[src/rtl/slt_pkg.sv]
// -----------------------------------------------------------------------------
// slt_pkg
//  Shared definitions for the iterative set-less-than unit.
//  - state_t       : two-state FSM encoding (ST_IDLE, ST_RUN)
//  - DEF_WIDTH     : default operand width
//  - DEF_CHUNK     : default number of bits compared per cycle
//  - num_chunks()  : number of CHUNK-bit slices in a WIDTH-bit operand
//  - idx_bits()    : width of the chunk index counter (never less than 1)
// -----------------------------------------------------------------------------
package slt_pkg;

   typedef enum logic {
      ST_IDLE = 1'b0,
      ST_RUN  = 1'b1
   } state_t;

   localparam int DEF_WIDTH = 32;
   localparam int DEF_CHUNK = 4;

   // Number of slices the operand is cut into.
   function automatic int num_chunks(input int width, input int chunk);
      return width / chunk;
   endfunction

   // A single-chunk configuration still needs a 1-bit index so the counter
   // and the mux select have a legal width.
   function automatic int idx_bits(input int nchunk);
      return (nchunk > 1) ? $clog2(nchunk) : 1;
   endfunction

endpackage

[src/rtl/slt_iter_chunk_compare.sv]
// -----------------------------------------------------------------------------
// chunk_compare
//  Purely combinational unsigned magnitude compare of one operand slice.
//  Ports:
//   a, b  in   W  slice of operand A / operand B
//   lt    out  1  a < b
//   eq    out  1  a == b
//   gt    out  1  a > b
// -----------------------------------------------------------------------------
module chunk_compare #(
   parameter int W = 4
) (
   input  logic [W-1:0] a,
   input  logic [W-1:0] b,
   output logic         lt,
   output logic         eq,
   output logic         gt
);

   // Signed handling is done upstream by flipping the operand MSBs, so every
   // slice compare here is a plain unsigned one.
   assign lt = (a < b);
   assign eq = (a == b);
   assign gt = (a > b);

endmodule

[src/rtl/slt_iter.sv]
// -----------------------------------------------------------------------------
// slt_iter
//  Multi-cycle set-less-than unit for the MIPS datapath. Operands are compared
//  CHUNK bits at a time starting from the MSB slice; signed (SLT) and unsigned
//  (SLTU) compares are both supported.
//  Parameters:
//   WIDTH       operand width, a multiple of CHUNK
//   CHUNK       bits compared per cycle
//   EARLY_EXIT  1: stop at the first differing slice, 0: always scan all slices
//  Ports:
//   clk          in   1      rising-edge clock
//   rst          in   1      asynchronous active-high reset
//   start        in   1      request, only sampled while idle
//   a, b         in   WIDTH  operands, latched when start is accepted
//   signed_mode  in   1      1 = two's-complement compare, 0 = unsigned
//   busy         out  1      compare in progress
//   done         out  1      one-cycle pulse, outputs valid from this cycle
//   lt, eq, gt   out  1      A < B, A == B, A > B
//   result       out  WIDTH  zero-extended lt, the SLT writeback word
// -----------------------------------------------------------------------------
module slt_iter
   import slt_pkg::*;
#(
   parameter int WIDTH      = DEF_WIDTH,
   parameter int CHUNK      = DEF_CHUNK,
   parameter int EARLY_EXIT = 1
) (
   input  logic             clk,
   input  logic             rst,
   input  logic             start,
   input  logic [WIDTH-1:0] a,
   input  logic [WIDTH-1:0] b,
   input  logic             signed_mode,
   output logic             busy,
   output logic             done,
   output logic             lt,
   output logic             eq,
   output logic             gt,
   output logic [WIDTH-1:0] result
);

   localparam int NCHUNK = num_chunks(WIDTH, CHUNK);
   localparam int IW     = idx_bits(NCHUNK);
   localparam logic [IW-1:0] LAST_IDX = IW'(NCHUNK - 1);

   // Flipping the sign bit maps two's-complement ordering onto unsigned
   // ordering, so one unsigned slice comparator serves both modes.
   localparam logic [WIDTH-1:0] SIGN_MASK = {1'b1, {(WIDTH-1){1'b0}}};

   state_t           state;
   logic [WIDTH-1:0] a_q;
   logic [WIDTH-1:0] b_q;
   logic [IW-1:0]    idx;
   logic             decided;
   logic             dec_lt;
   logic             dec_gt;
   logic             finishing;

   logic [IW-1:0]    sel;
   logic [CHUNK-1:0] a_chunks [NCHUNK];
   logic [CHUNK-1:0] b_chunks [NCHUNK];
   logic [CHUNK-1:0] cur_a;
   logic [CHUNK-1:0] cur_b;
   logic             c_lt;
   logic             c_eq;
   logic             c_gt;
   logic             new_dec;
   logic             new_lt;
   logic             new_gt;
   logic             exit_now;

   // Slice views of the latched operands; slice 0 holds the LSBs.
   for (genvar i = 0; i < NCHUNK; i++) begin : g_slices
      assign a_chunks[i] = a_q[i*CHUNK +: CHUNK];
      assign b_chunks[i] = b_q[i*CHUNK +: CHUNK];
   end

   // idx counts scanned slices from the top, so the slice under test is the
   // mirror of idx. The mux feeds the single shared comparator.
   always_comb begin
      sel   = LAST_IDX - idx;
      cur_a = a_chunks[sel];
      cur_b = b_chunks[sel];
   end

   chunk_compare #(
      .W (CHUNK)
   ) u_chunk_compare (
      .a  (cur_a),
      .b  (cur_b),
      .lt (c_lt),
      .eq (c_eq),
      .gt (c_gt)
   );

   // The first differing slice (from the MSB) decides the outcome; later
   // slices are only looked at to keep the fixed-latency mode honest and may
   // never overwrite an earlier decision. Exiting is staged through
   // 'finishing' so the outputs are loaded from registered flags one edge
   // after the deciding compare.
   always_comb begin
      new_dec  = decided | ~c_eq;
      new_lt   = decided ? dec_lt : c_lt;
      new_gt   = decided ? dec_gt : c_gt;
      exit_now = (idx == LAST_IDX) || ((EARLY_EXIT != 0) && new_dec);
   end

   // Main FSM. IDLE accepts a request and latches operands; RUN walks the
   // slices and, once the scan is over, publishes lt/eq/gt/result together
   // with a single-cycle done pulse. Outputs are only ever written as a set,
   // so a consumer never sees a half-updated result. Reset drops any
   // in-flight compare without producing done.
   always_ff @(posedge clk or posedge rst) begin
      if (rst) begin
         state     <= ST_IDLE;
         a_q       <= '0;
         b_q       <= '0;
         idx       <= '0;
         decided   <= 1'b0;
         dec_lt    <= 1'b0;
         dec_gt    <= 1'b0;
         finishing <= 1'b0;
         busy      <= 1'b0;
         done      <= 1'b0;
         lt        <= 1'b0;
         eq        <= 1'b0;
         gt        <= 1'b0;
         result    <= '0;
      end else if (state == ST_IDLE) begin
         done <= 1'b0;
         if (start) begin
            a_q       <= signed_mode ? (a ^ SIGN_MASK) : a;
            b_q       <= signed_mode ? (b ^ SIGN_MASK) : b;
            idx       <= '0;
            decided   <= 1'b0;
            dec_lt    <= 1'b0;
            dec_gt    <= 1'b0;
            finishing <= 1'b0;
            busy      <= 1'b1;
            state     <= ST_RUN;
         end
      end else begin
         if (finishing) begin
            lt        <= dec_lt;
            gt        <= dec_gt;
            eq        <= ~decided;
            result    <= {{(WIDTH-1){1'b0}}, dec_lt};
            done      <= 1'b1;
            busy      <= 1'b0;
            finishing <= 1'b0;
            idx       <= '0;
            state     <= ST_IDLE;
         end else begin
            decided <= new_dec;
            dec_lt  <= new_lt;
            dec_gt  <= new_gt;
            if (exit_now) begin
               finishing <= 1'b1;
            end else begin
               idx <= idx + 1'b1;
            end
         end
      end
   end

endmodule
[config.mk]
export PLATFORM = sky130hd
export DESIGN_NAME = slt_iter
export DESIGN_NICKNAME = d
export VERILOG_FILES = /design/src/rtl/slt_pkg.sv /design/src/rtl/slt_iter_chunk_compare.sv /design/src/rtl/slt_iter.sv
export SDC_FILE = /design/constraint.sdc
export NUM_CORES = 1
export LEC_CHECK = 0
export BUFFER_PORTS_ARGS = -buffer_cell sky130_fd_sc_hd__buf_2
export CAP_MARGIN = 10
export CORE_UTILIZATION = 25
export DETAILED_ROUTE_END_ITERATION = 8
export PLACE_DENSITY = 0.41
export SLEW_MARGIN = 20
export SYNTH_ARGS = -nofsm -noshare
export SYNTH_HDL_FRONTEND = slang
export SYNTH_HIERARCHICAL = 1
export SYNTH_SLANG_ARGS = --single-unit
[constraint.sdc]
create_clock -name clk -period 6 [get_ports clk]
set_input_delay 0.6 -clock clk [delete_from_list [all_inputs] [get_ports clk]]
set_output_delay 0.6 -clock clk [all_outputs]
set_load 0.05 [all_outputs]
==> flow_results.xml, run 1 <==
<?xml version="1.0" encoding="UTF-8"?>
<metrics>
  <group name="finish">
    <metric name="nFillCells" unit="">1559</metric>
    <metric name="post_layout_nonfiller_instances" unit="">534</metric>
    <metric name="area.sequential" unit="mm2">0.001927</metric>
    <metric name="multi_input_comb_area" unit="mm2">0.001698</metric>
    <metric name="diodes" unit="">0</metric>
    <metric name="area.growth.synth_to_final" unit="%">19.02</metric>
    <metric name="utilization" unit="">0.3045</metric>
    <metric name="final_nets" unit="">415</metric>
    <metric name="post_route_cells_drive_above_1_share" unit="">0.5145</metric>
  </group>
  <group name="clocking">
    <metric name="clock_sinks" unit="">77</metric>
    <metric name="htreeDepth" unit="">3</metric>
    <metric name="numCtsBuffers" unit="">9</metric>
    <metric name="ctsResizeCount" unit="">0</metric>
    <metric name="ctsHoldBuffers" unit="">0</metric>
    <metric name="worst_skew_pair_latency" unit="ns">0.33</metric>
    <metric name="clock_pin_slew_on_the_worst_setup_and_hold_paths" unit="ns">0.06</metric>
    <metric name="cts_setup_buffers" unit="">0</metric>
    <metric name="cts_tree" unit="">yes</metric>
    <metric name="cts-root-to-sink-buffers" unit="">2</metric>
    <metric name="clock_tree.root_cell" unit="">clkbuf_16</metric>
  </group>
  <group name="timing">
    <metric name="report.final.slew_viol_count" unit="">0</metric>
    <metric name="post-route-min-period" unit="ns">3.310</metric>
    <metric name="final.setup_skew" unit="ns">0.004771</metric>
    <metric name="fmaxAchievable" unit="MHz">302.1</metric>
    <metric name="worstMarginPinSlew" unit="ns">0.6921</metric>
    <metric name="setup-tns-final" unit="ns">0</metric>
    <metric name="final_min_period_over_clock_period" unit="">0.5517</metric>
    <metric name="timing.slew.headroom" unit="">0.5386</metric>
    <metric name="grt_setup_unrepaired" unit="">false</metric>
    <metric name="setup_viol" unit="">0</metric>
    <metric name="final-hold-violation-count" unit="">0</metric>
  </group>
  <group name="global_route">
    <metric name="grt_overflow" unit="">0</metric>
    <metric name="grt_start_max_net_pins" unit="">78</metric>
    <metric name="first_global_vias" unit="">2357</metric>
    <metric name="number_of_antenna_violations_at_the_first_check_in_global_routing" unit="">0</metric>
    <metric name="grt.met2_usage" unit="">0.1771</metric>
    <metric name="grt_overall_usage" unit="">0.1113</metric>
    <metric name="busiest_layer" unit="">met2</metric>
    <metric name="global_route_wire_length_before_repair" unit="um">13340</metric>
    <metric name="met1_usage" unit="">0.1486</metric>
    <metric name="grtUsageMet3" unit="">0.02488</metric>
  </group>
  <group name="setup_path">
    <metric name="critical_path.endpoint_type" unit="">flip-flop</metric>
    <metric name="crit_chain" unit="">buf_4 &gt; mux4_1 &gt; mux2_2 &gt; ha_1 &gt; nand2_1 &gt; nor2_1 &gt; nor3b_1 &gt; mux2i_1 &gt; o31ai_1</metric>
    <metric name="critPathLaunchType" unit="">flip-flop</metric>
    <metric name="worstSetupPathType" unit="">reg -&gt; reg</metric>
    <metric name="crit_slowest_cell" unit="">mux4_1</metric>
    <metric name="crit_path_max_incr_delay" unit="ns">0.58</metric>
    <metric name="cp.required" unit="ns">6.21</metric>
    <metric name="critPathArrivalTime" unit="ns">3.52</metric>
    <metric name="maximum_fanout_encountered_on_the_critical_timing_path" unit="">14</metric>
  </group>
  <group name="worst_hold_path">
    <metric name="worst_hold_path_type" unit="">in -&gt; async</metric>
  </group>
  <group name="logic_synthesis">
    <metric name="synthDistinctLibCells" unit="">33</metric>
    <metric name="synth_top_area_frac" unit="">0.4973</metric>
    <metric name="post_synth_fa_ha_maj_area_fraction" unit="">0.01937</metric>
    <metric name="post_synth.cell_area_avg" unit="um2">14.46</metric>
    <metric name="synth.top_cells.by_count" unit="">77 x dfrtp_1, 65 x mux2_2, 35 x buf_4, 9 x inv_1, 9 x mux4_1</metric>
    <metric name="share_of_synthesized_registers_carrying_an_async_set_or_reset" unit="">1.000</metric>
    <metric name="synth_area_leader_cell" unit="">dfrtp_1</metric>
    <metric name="synth_cells" unit="">268</metric>
    <metric name="main_combinational_cell_family_by_area_after_synthesis" unit="">multiplexers</metric>
    <metric name="synth_ff_type" unit="">dfrtp_1</metric>
    <metric name="yosys-top-cells-area" unit="">dfrtp_1 50%, mux2_2 19%, buf_4 6.8%</metric>
    <metric name="yosys-mux-area-fraction" unit="">0.3203</metric>
    <metric name="yosys.cell_count.top_type" unit="">dfrtp_1</metric>
    <metric name="post_synth_edffs" unit="">0</metric>
    <metric name="compound_gate_fraction_of_synth_area" unit="">0.03164</metric>
    <metric name="ys_warn_count" unit="">6</metric>
    <metric name="ys_seq_area_frac" unit="">0.4973</metric>
    <metric name="syn_area" unit="mm2">0.003875</metric>
    <metric name="synth_xor_area_frac" unit="">0.006781</metric>
    <metric name="synth_simple_gate_area_share" unit="">0.02809</metric>
    <metric name="synth.ff_latch_count" unit="">77</metric>
  </group>
  <group name="floorplan">
    <metric name="start_util" unit="">0.2558</metric>
    <metric name="floorplan_die_area" unit="mm2">0.01600</metric>
    <metric name="ios" unit="">105</metric>
    <metric name="core" unit="mm2">0.01515</metric>
    <metric name="floorplan.rows" unit="">45</metric>
    <metric name="die_h" unit="um">126.5</metric>
    <metric name="dieWidth" unit="um">126.5</metric>
  </group>
  <group name="drt">
    <metric name="antenna_left" unit="">0</metric>
    <metric name="wl_per_cell" unit="um">15.23</metric>
    <metric name="drtIter0Drc" unit="">47</metric>
    <metric name="detail_route.first_pass.iterations" unit="">6</metric>
    <metric name="via_count" unit="">2254</metric>
    <metric name="avg_vias_per_cell" unit="">4.221</metric>
    <metric name="postRouteWirelength" unit="um">8134</metric>
    <metric name="remaining_drcs" unit="">2</metric>
  </group>
  <group name="power_and_ir_drop">
    <metric name="power.leakage" unit="uW">0.002074</metric>
    <metric name="ir_worst_vdd" unit="mV">0.1427</metric>
    <metric name="power.density_cell_area" unit="mW/mm2">500.2</metric>
  </group>
  <group name="placed_design">
    <metric name="place.port_buffers" unit="">73</metric>
    <metric name="dp.cells" unit="">517</metric>
    <metric name="dp.final_hpwl" unit="um">5940</metric>
    <metric name="gp_routability_congestion" unit="">0.6700</metric>
  </group>
  <group name="status">
    <metric name="run_status" unit="">finished, violations left</metric>
    <metric name="failed_checks" unit="">DRC</metric>
  </group>
  <group name="job">
    <metric name="max_cap_violations" unit="">0</metric>
  </group>
</metrics>
final timing paths:
path / from / cells past startpoint / slack [ns] / endpoint
max in group asynchronous: rst / 4 / 5.00 / b_q[20]
max reg2reg: idx[0] / 9 / 2.69 / idx[1]
min reg2reg: done / 2 / 0.49 / done
min: rst / 3 / 0.41 / a_q[6]
max: idx[0] / 9 / 2.69 / idx[1]
min in group clk: done / 2 / 0.49 / done
where the power goes:
| group | internal, uW | switching, uW |
|---|---|---|
| Clock | 331 | 208 |
| Combinational | 469 | 369 |
| Sequential | 768 | 161 |
| Total | 1570 | 738 |
layer usage:
| layer | part of all wire | up-vias |
|---|---|---|
| met5 | 0 | - |
| met4 | 0.014 | 0 |
| met3 | 0.039 | 11 |
| met2 | 0.49 | 80 |
| met1 | 0.46 | 1111 |
| li1 | - | 1052 |
cell usage in the layout, fill, tap and decap left out, types with 4 or more instances in the layout:
cell type   n
buf_4       4
mux2_4      7
nand2_1     6
ha_1        6
inv_1       8
conb_1     31
mux4_1      9
buf_2      73
clkbuf_16   9
dfrtp_1    77
nor2_1      8
mux4_2      7
mux2_2     65
critical path: cells and delay by family, from the launching register on:
family / cells / cell delay [ns]
adders and majority gates: 1 / 0.29
AOI/OAI and AO/OA: 1 / 0.08
buffers and inverters: 1 / 0.33
and+or+nand+nor: 3 / 0.83
muxes: 3 / 1.12
DFF: 1 / 0.53
cells by family (layout without fill, tap and decap cells):
group                      Yosys count  in the layout
and+or+nand+nor                     21             21
buffers and inverters               55            103
xor gates and xnor gates             3              3
adders and majority gates            6              6
muxes                               89             89
AOI/OAI and AO/OA                   16             16
DFF                                 77             77
other                                1             31
layout make-up:
type,instances,area share
inverter,9,0.007596
sequential,77,0.4178
timing repair buffer,78,0.09007
clock inverter,6,0.01356
clock buffer,10,0.05182
tap,188,0.05100
multi-input combinational,166,0.3682
registers in the layout (all words and copies together) (netlist names):
signal and count:
a_q 32, gt 1, lt 1, decided 1, b_q 32, dec_gt 1
done 1, state 1, idx 3, busy 1, finishing 1, eq 1
dec_lt 1
through the flow:
stage	setup slack, ns	total power (uW)	hold slack [ns]	instance area (um2)
2_1_floorplan	3.245	1612	0.4619	3988
3_3_place_gp	2.721	1786	0.4627	4290
3_5_place_dp	2.684	1800	0.4858	4290
4_1_cts	2.673	2357	0.4786	4592
5_1_grt	2.464	2474	0.4547	4612
6_report	2.690	2307	0.4071	4612
No activity file was read; power rests on OpenSTA's default activity.
==> run 2: changes to the inputs <==
PLACE_DENSITY = 0.43   (was 0.41)
clock period = 2.8 ns   (was 6 ns; I/O delays follow)
==> run 2 against run 1 <==
Net effect:
- the run now ends clean
- setup slack lost 2.5 ns
- clock power grew 110%
- fmax grew 26%
- final cell count grew 0.94%
- routed wire length shrank 0.33%
- via count is essentially flat
- critical path depth grew 2
- final area grew 1.4%
- combinational power grew 130%
- flip-flop and latch count is the same
==> flow_results.xml, run 2 (synthesis gave the netlist of run 1 again) <==
<?xml version="1.0" encoding="UTF-8"?>
<metrics>
  <group name="status">
    <metric name="run_status" unit="">finished, final reports clean</metric>
  </group>
  <group name="drt">
    <metric name="via_count" unit="">2253</metric>
    <metric name="antenna_left" unit="">0</metric>
    <metric name="postRouteWirelength" unit="um">8107</metric>
    <metric name="avg_vias_per_cell" unit="">4.180</metric>
    <metric name="wl_per_cell" unit="um">15.04</metric>
    <metric name="drtIter0Drc" unit="">79</metric>
    <metric name="detail_route.first_pass.iterations" unit="">4</metric>
    <metric name="remaining_drcs" unit="">0</metric>
  </group>
  <group name="finish">
    <metric name="diodes" unit="">0</metric>
    <metric name="area.sequential" unit="mm2">0.001928</metric>
    <metric name="postLayoutCellArea" unit="mm2">0.004676</metric>
    <metric name="post_layout_nonfiller_instances" unit="">539</metric>
    <metric name="area.growth.synth_to_final" unit="%">20.67</metric>
    <metric name="layout_common_cells" unit="">76 x dfrtp_1, 73 x buf_2, 65 x mux2_2</metric>
    <metric name="biggestRegsByFlops" unit="">a_q x32, b_q x32, idx x3</metric>
    <metric name="post_route_cells_drive_above_1_share" unit="">0.5413</metric>
    <metric name="final_nets" unit="">421</metric>
    <metric name="multi_input_comb_area" unit="mm2">0.001690</metric>
    <metric name="nFillCells" unit="">1525</metric>
    <metric name="final_common_cell" unit="">dfrtp_1</metric>
  </group>
  <group name="setup_path">
    <metric name="maximum_fanout_encountered_on_the_critical_timing_path" unit="">6</metric>
    <metric name="cp.required" unit="ns">3.03</metric>
    <metric name="r2r_start" unit="">idx[0]</metric>
    <metric name="crit_slowest_cell" unit="">mux4_1</metric>
    <metric name="worst_r2r_path_depth" unit="">11</metric>
    <metric name="crit_path_max_incr_delay" unit="ns">0.56</metric>
    <metric name="worstSetupPathType" unit="">reg -&gt; reg</metric>
    <metric name="critical_path.endpoint_type" unit="">flip-flop</metric>
    <metric name="critPathArrivalTime" unit="ns">2.86</metric>
    <metric name="critPathLaunchType" unit="">flip-flop</metric>
    <metric name="crit_chain" unit="">buf_6 &gt; mux4_1 &gt; mux2_4 &gt; inv_1 &gt; ha_1 &gt; nand2_1 &gt; nor2_2 &gt; nor3b_2 &gt; buf_4 &gt; mux2i_1 &gt; o31ai_1</metric>
    <metric name="setup.worst_path.start" unit="">idx[0]</metric>
  </group>
  <group name="floorplan">
    <metric name="start_util" unit="">0.2558</metric>
    <metric name="ios" unit="">105</metric>
    <metric name="die_h" unit="um">126.5</metric>
    <metric name="floorplan_die_area" unit="mm2">0.01600</metric>
    <metric name="floorplan.rows" unit="">45</metric>
    <metric name="dieWidth" unit="um">126.5</metric>
    <metric name="core" unit="mm2">0.01515</metric>
  </group>
  <group name="timing">
    <metric name="report.final.slew_viol_count" unit="">0</metric>
    <metric name="fmaxAchievable" unit="MHz">380.7</metric>
    <metric name="post-route-min-period" unit="ns">2.627</metric>
    <metric name="setup_viol" unit="">0</metric>
    <metric name="worstMarginPinSlew" unit="ns">0.5517</metric>
    <metric name="final.setup_skew" unit="ns">0.005212</metric>
    <metric name="final_min_period_over_clock_period" unit="">0.9382</metric>
    <metric name="final-hold-violation-count" unit="">0</metric>
    <metric name="fin_hold_ws" unit="ns">0.03166</metric>
    <metric name="timing.slew.headroom" unit="">0.6322</metric>
  </group>
  <group name="placed_design">
    <metric name="dp.cells" unit="">521</metric>
    <metric name="dp.final_hpwl" unit="um">5668</metric>
    <metric name="placed_cell_areas" unit="mm2">0.004358</metric>
    <metric name="place.port_buffers" unit="">73</metric>
    <metric name="gp_routability_congestion" unit="">0.7228</metric>
  </group>
  <group name="clocking">
    <metric name="clock_tree.root_cell" unit="">clkbuf_16</metric>
    <metric name="cts-root-to-sink-buffers" unit="">2</metric>
    <metric name="numCtsBuffers" unit="">9</metric>
    <metric name="clock_sinks" unit="">77</metric>
    <metric name="ctsHoldBuffers" unit="">0</metric>
    <metric name="clock_pin_slew_on_the_worst_setup_and_hold_paths" unit="ns">0.06</metric>
    <metric name="htreeDepth" unit="">3</metric>
    <metric name="worst_skew_pair_latency" unit="ns">0.33</metric>
    <metric name="cts_tree" unit="">yes</metric>
  </group>
  <group name="power_and_ir_drop">
    <metric name="ir_worst_vdd" unit="mV">0.2945</metric>
    <metric name="p_total" unit="uW">4991</metric>
    <metric name="power.leakage" unit="uW">0.002111</metric>
    <metric name="power.density_cell_area" unit="mW/mm2">1067</metric>
  </group>
  <group name="global_route">
    <metric name="number_of_antenna_violations_at_the_first_check_in_global_routing" unit="">0</metric>
    <metric name="grt_overflow" unit="">0</metric>
    <metric name="grt_start_max_net_pins" unit="">78</metric>
    <metric name="first_global_vias" unit="">2353</metric>
    <metric name="grt_overall_usage" unit="">0.1088</metric>
    <metric name="global_route_wire_length_before_repair" unit="um">13080</metric>
  </group>
  <group name="job">
    <metric name="max_cap_violations" unit="">0</metric>
  </group>
  <group name="worst_hold_path">
    <metric name="worst_hold_path_type" unit="">in -&gt; async</metric>
  </group>
</metrics>
[run 2: changes by cell type in the layout (fill, tap and decap cells not counted), moves of 2 or more]
| cell | previous run | this run |
|---|---|---|
| buf_12 | 1 | 3 |
| buf_4 | 4 | 6 |
| clkinv_2 | 3 | 6 |
| clkinvlp_4 | 3 | 0 |
| mux4_1 | 9 | 5 |
| mux4_2 | 7 | 11 |
[run 2: area by class of cell]
cell class / count / area share
clock inverters: 6 / 0.01177
clock buffers: 9 / 0.04817
well taps: 188 / 0.05031
repair buffers: 84 / 0.1084
inverters: 9 / 0.007493
multi-input cells: 166 / 0.3615
flip-flops and latches: 77 / 0.4124
[run 2: path summary, 6_finish.rpt]
kind / end / slack, ns
worst max-delay path: idx[1] / 0.17
max in group asynchronous: idx[0] / 2.40
worst min register to register: eq / 0.47
worst min-delay path: b_q[12] / 0.03
worst max register to register: idx[1] / 0.17
min in group clk: b_q[6] / 0.18
[run 2: worst max-delay path: cells and delay by family, from the launching register on]
family                     cells  cell delay, ns
DFF                            1            0.44
and+or+nand+nor                3            0.29
muxes                          3            0.95
buffers and inverters          3            0.38
AOI/OAI and AO/OA              1            0.24
adders and majority gates      1            0.23
[run 2: what timing repair did]
| action | in CTS | in global routing |
|---|---|---|
| resized for setup | 0 | 8 |
| setup buffers | 0 | 2 |
| endpoints found under the setup margin | 0 | 3 |
[run 2: layer usage]
metal  part of all wire  wire [um]  track usage  vias to the layer above
met1               0.47       3824       0.1460                     1109
met5                  0          0            0                        -
met3              0.041        333      0.02615                        9
li1                   -          -            -                     1051
met4              0.011         91      0.03827                        0
met2               0.48       3857       0.1713                       84
[run 2: power breakdown]
group | switching [uW] | total (uW) | internal, uW
registers | 330 | 1980 | 1650
clock network | 431 | 1110 | 676
logic | 826 | 1910 | 1080
[run 2: metrics by stage]
step                setup TNS, ns  worst slack, ns    util
floorplan                       0          0.04462       -
global placement                0           0.1756  0.2877
detailed placement              0           0.1527  0.2877
CTS                             0           0.1365  0.3062
global route            -0.002742        -0.002742  0.3087
finish                          0           0.1729  0.3087
==> run 3: changes to the inputs <==
MAX_ROUTING_LAYER = met4   (was not set)
==> run 3 against run 2 <==
Net effect:
- die area is the same
- final cell count stayed put
- first-iteration DRC count shrank 7.6%
- fmax decreased by 0.16%
- register-to-register slack about the same
- clock power is essentially flat
- flip-flop and latch count did not move
- hold slack improved by 0.0017 ns
- combinational power hardly changed
- clock skew is essentially flat
- sequential power about the same
- sequential share of layout area stayed put
- critical path type unchanged
==> flow_results.xml, run 3 (synthesis gave the netlist of run 1 again) <==
<?xml version="1.0" encoding="UTF-8"?>
<metrics>
  <group name="global_route">
    <metric name="grt_start_max_net_pins" unit="">78</metric>
    <metric name="grt.met2_usage" unit="">0.1706</metric>
    <metric name="first_global_vias" unit="">2354</metric>
    <metric name="grt_overall_usage" unit="">0.1123</metric>
    <metric name="global_route_wire_length_before_repair" unit="um">13070</metric>
    <metric name="busiest_layer" unit="">met2</metric>
    <metric name="grtUsageMet3" unit="">0.02446</metric>
    <metric name="met1_usage" unit="">0.1481</metric>
    <metric name="grt_overflow" unit="">0</metric>
    <metric name="number_of_antenna_violations_at_the_first_check_in_global_routing" unit="">0</metric>
  </group>
  <group name="drt">
    <metric name="via_count" unit="">2250</metric>
    <metric name="remaining_drcs" unit="">0</metric>
    <metric name="detail_route.first_pass.iterations" unit="">4</metric>
    <metric name="antenna_left" unit="">0</metric>
    <metric name="drtIter0Drc" unit="">73</metric>
    <metric name="postRouteWirelength" unit="um">8127</metric>
    <metric name="avg_vias_per_cell" unit="">4.174</metric>
    <metric name="wl_per_cell" unit="um">15.08</metric>
  </group>
  <group name="placed_design">
    <metric name="dp.final_hpwl" unit="um">5668</metric>
    <metric name="placed_cell_areas" unit="mm2">0.004358</metric>
    <metric name="place.port_buffers" unit="">73</metric>
    <metric name="gp_routability_congestion" unit="">0.7313</metric>
    <metric name="detailedPlace.worstSlack" unit="ns">0.1527</metric>
  </group>
  <group name="setup_path">
    <metric name="worstSetupPathType" unit="">reg -&gt; reg</metric>
    <metric name="setup.worst_path.start" unit="">idx[0]</metric>
    <metric name="r2r_setup_slack" unit="ns">0.17</metric>
    <metric name="critPathLaunchType" unit="">flip-flop</metric>
    <metric name="timing.rr.end" unit="">idx[1]</metric>
    <metric name="crit_slowest_cell" unit="">mux4_1</metric>
    <metric name="cp.required" unit="ns">3.03</metric>
    <metric name="r2r_start" unit="">idx[0]</metric>
    <metric name="crit_path_max_incr_delay" unit="ns">0.56</metric>
    <metric name="maximum_fanout_encountered_on_the_critical_timing_path" unit="">6</metric>
    <metric name="critPathArrivalTime" unit="ns">2.86</metric>
    <metric name="critical_path.endpoint_type" unit="">flip-flop</metric>
    <metric name="worst_r2r_path_depth" unit="">11</metric>
    <metric name="crit_chain" unit="">buf_6 &gt; mux4_1 &gt; mux2_4 &gt; inv_1 &gt; ha_1 &gt; nand2_1 &gt; nor2_2 &gt; nor3b_2 &gt; buf_4 &gt; mux2i_1 &gt; o31ai_1</metric>
  </group>
  <group name="timing">
    <metric name="final-hold-violation-count" unit="">0</metric>
    <metric name="report.final.slew_viol_count" unit="">0</metric>
    <metric name="final.setup_skew" unit="ns">0.005518</metric>
    <metric name="timing.final.ws_setup" unit="ns">0.1687</metric>
    <metric name="timing.slew.headroom" unit="">0.6322</metric>
    <metric name="setup_viol" unit="">0</metric>
    <metric name="post-route-min-period" unit="ns">2.631</metric>
    <metric name="worstMarginPinSlew" unit="ns">0.5517</metric>
    <metric name="fin_hold_ws" unit="ns">0.03334</metric>
    <metric name="final_min_period_over_clock_period" unit="">0.9398</metric>
    <metric name="fmaxAchievable" unit="MHz">380.0</metric>
  </group>
  <group name="finish">
    <metric name="final_common_cell" unit="">dfrtp_1</metric>
    <metric name="layout_common_cells" unit="">76 x dfrtp_1, 73 x buf_2, 65 x mux2_2</metric>
    <metric name="nFillCells" unit="">1525</metric>
    <metric name="area.sequential" unit="mm2">0.001928</metric>
    <metric name="postLayoutCellArea" unit="mm2">0.004676</metric>
    <metric name="diodes" unit="">0</metric>
    <metric name="area.growth.synth_to_final" unit="%">20.67</metric>
    <metric name="biggestRegsByFlops" unit="">a_q x32, b_q x32, idx x3</metric>
    <metric name="multi_input_comb_area" unit="mm2">0.001690</metric>
    <metric name="final_nets" unit="">421</metric>
    <metric name="post_route_cells_drive_above_1_share" unit="">0.5413</metric>
  </group>
  <group name="floorplan">
    <metric name="ios" unit="">105</metric>
    <metric name="start_util" unit="">0.2558</metric>
    <metric name="dieWidth" unit="um">126.5</metric>
    <metric name="floorplan_die_area" unit="mm2">0.01600</metric>
    <metric name="die_h" unit="um">126.5</metric>
    <metric name="core" unit="mm2">0.01515</metric>
    <metric name="floorplan.rows" unit="">45</metric>
  </group>
  <group name="power_and_ir_drop">
    <metric name="power.leakage" unit="uW">0.002111</metric>
    <metric name="power.density_cell_area" unit="mW/mm2">1068</metric>
    <metric name="ir_worst_vdd" unit="mV">0.2940</metric>
    <metric name="p_total" unit="uW">4993</metric>
  </group>
  <group name="worst_hold_path">
    <metric name="worst_hold_path_type" unit="">in -&gt; async</metric>
  </group>
  <group name="clocking">
    <metric name="cts_tree" unit="">yes</metric>
    <metric name="clock_pin_slew_on_the_worst_setup_and_hold_paths" unit="ns">0.06</metric>
    <metric name="htreeDepth" unit="">3</metric>
    <metric name="clock_sinks" unit="">77</metric>
    <metric name="numCtsBuffers" unit="">9</metric>
    <metric name="cts-root-to-sink-buffers" unit="">2</metric>
    <metric name="clock_tree.root_cell" unit="">clkbuf_16</metric>
    <metric name="worst_skew_pair_latency" unit="ns">0.33</metric>
  </group>
  <group name="job">
    <metric name="max_cap_violations" unit="">0</metric>
  </group>
  <group name="status">
    <metric name="run_status" unit="">finished, final reports clean</metric>
  </group>
</metrics>
==> run 3: cell counts in the layout (fill, tap and decap cells not counted) <==
No cell type changed its count.
==> run 3: metrics by stage <==
step	util	setup TNS, ns	cells
after floorplan	-	0	298
after global placement	0.2877	0	521
after detailed placement	0.2877	0	521
after CTS	0.3062	0	536
after global routing	0.3087	-0.002742	539
final	0.3087	0	539
==> run 3: timing repair <==
item                       CTS  global route
buffers inserted             0             2
hold buffers                 0             0
setup endpoints to repair    0             3
resized for setup            0             8
==> run 3: worst max-delay path: cells and delay by family (launching register included) <==
family          cells  cell delay, ns
compound gates      1            0.24
fa+ha+maj           1            0.23
buf+inv             3            0.38
flops               1            0.44
mux                 3            0.95
simple gates        3            0.29
==> run 3: final cells by class <==
type | instances | share of cell area
Clock buffer | 9 | 0.04817
Tap cell | 188 | 0.05031
Sequential cell | 77 | 0.4124
Inverter | 9 | 0.007493
Timing Repair Buffer | 84 | 0.1084
Clock inverter | 6 | 0.01177
Multi-Input combinational cell | 166 | 0.3615
==> run 3: worst max path at each step <==
stage,end,slack (ns)
after floorplan,idx[1],0.04
after global placement,idx[1],0.18
after detailed placement,idx[1],0.15
after CTS,idx[1],0.14
after global routing,idx[1],-0.003
final,idx[1],0.17
==> run 3: metal layers <==
metal,up-vias,share of wire
li1,1053,-
met1,1104,0.48
met2,86,0.48
met3,7,0.038
met4,0,0.0094
met5,-,0
==> run 3: where the power goes <==
group	internal, uW	switching, uW	leakage [uW]	total [uW]
clock	676	431	0.000145	1110
combinational	1080	828	0.00106	1910
sequential	1650	331	0.000911	1980
total	3400	1590	0.00211	4990
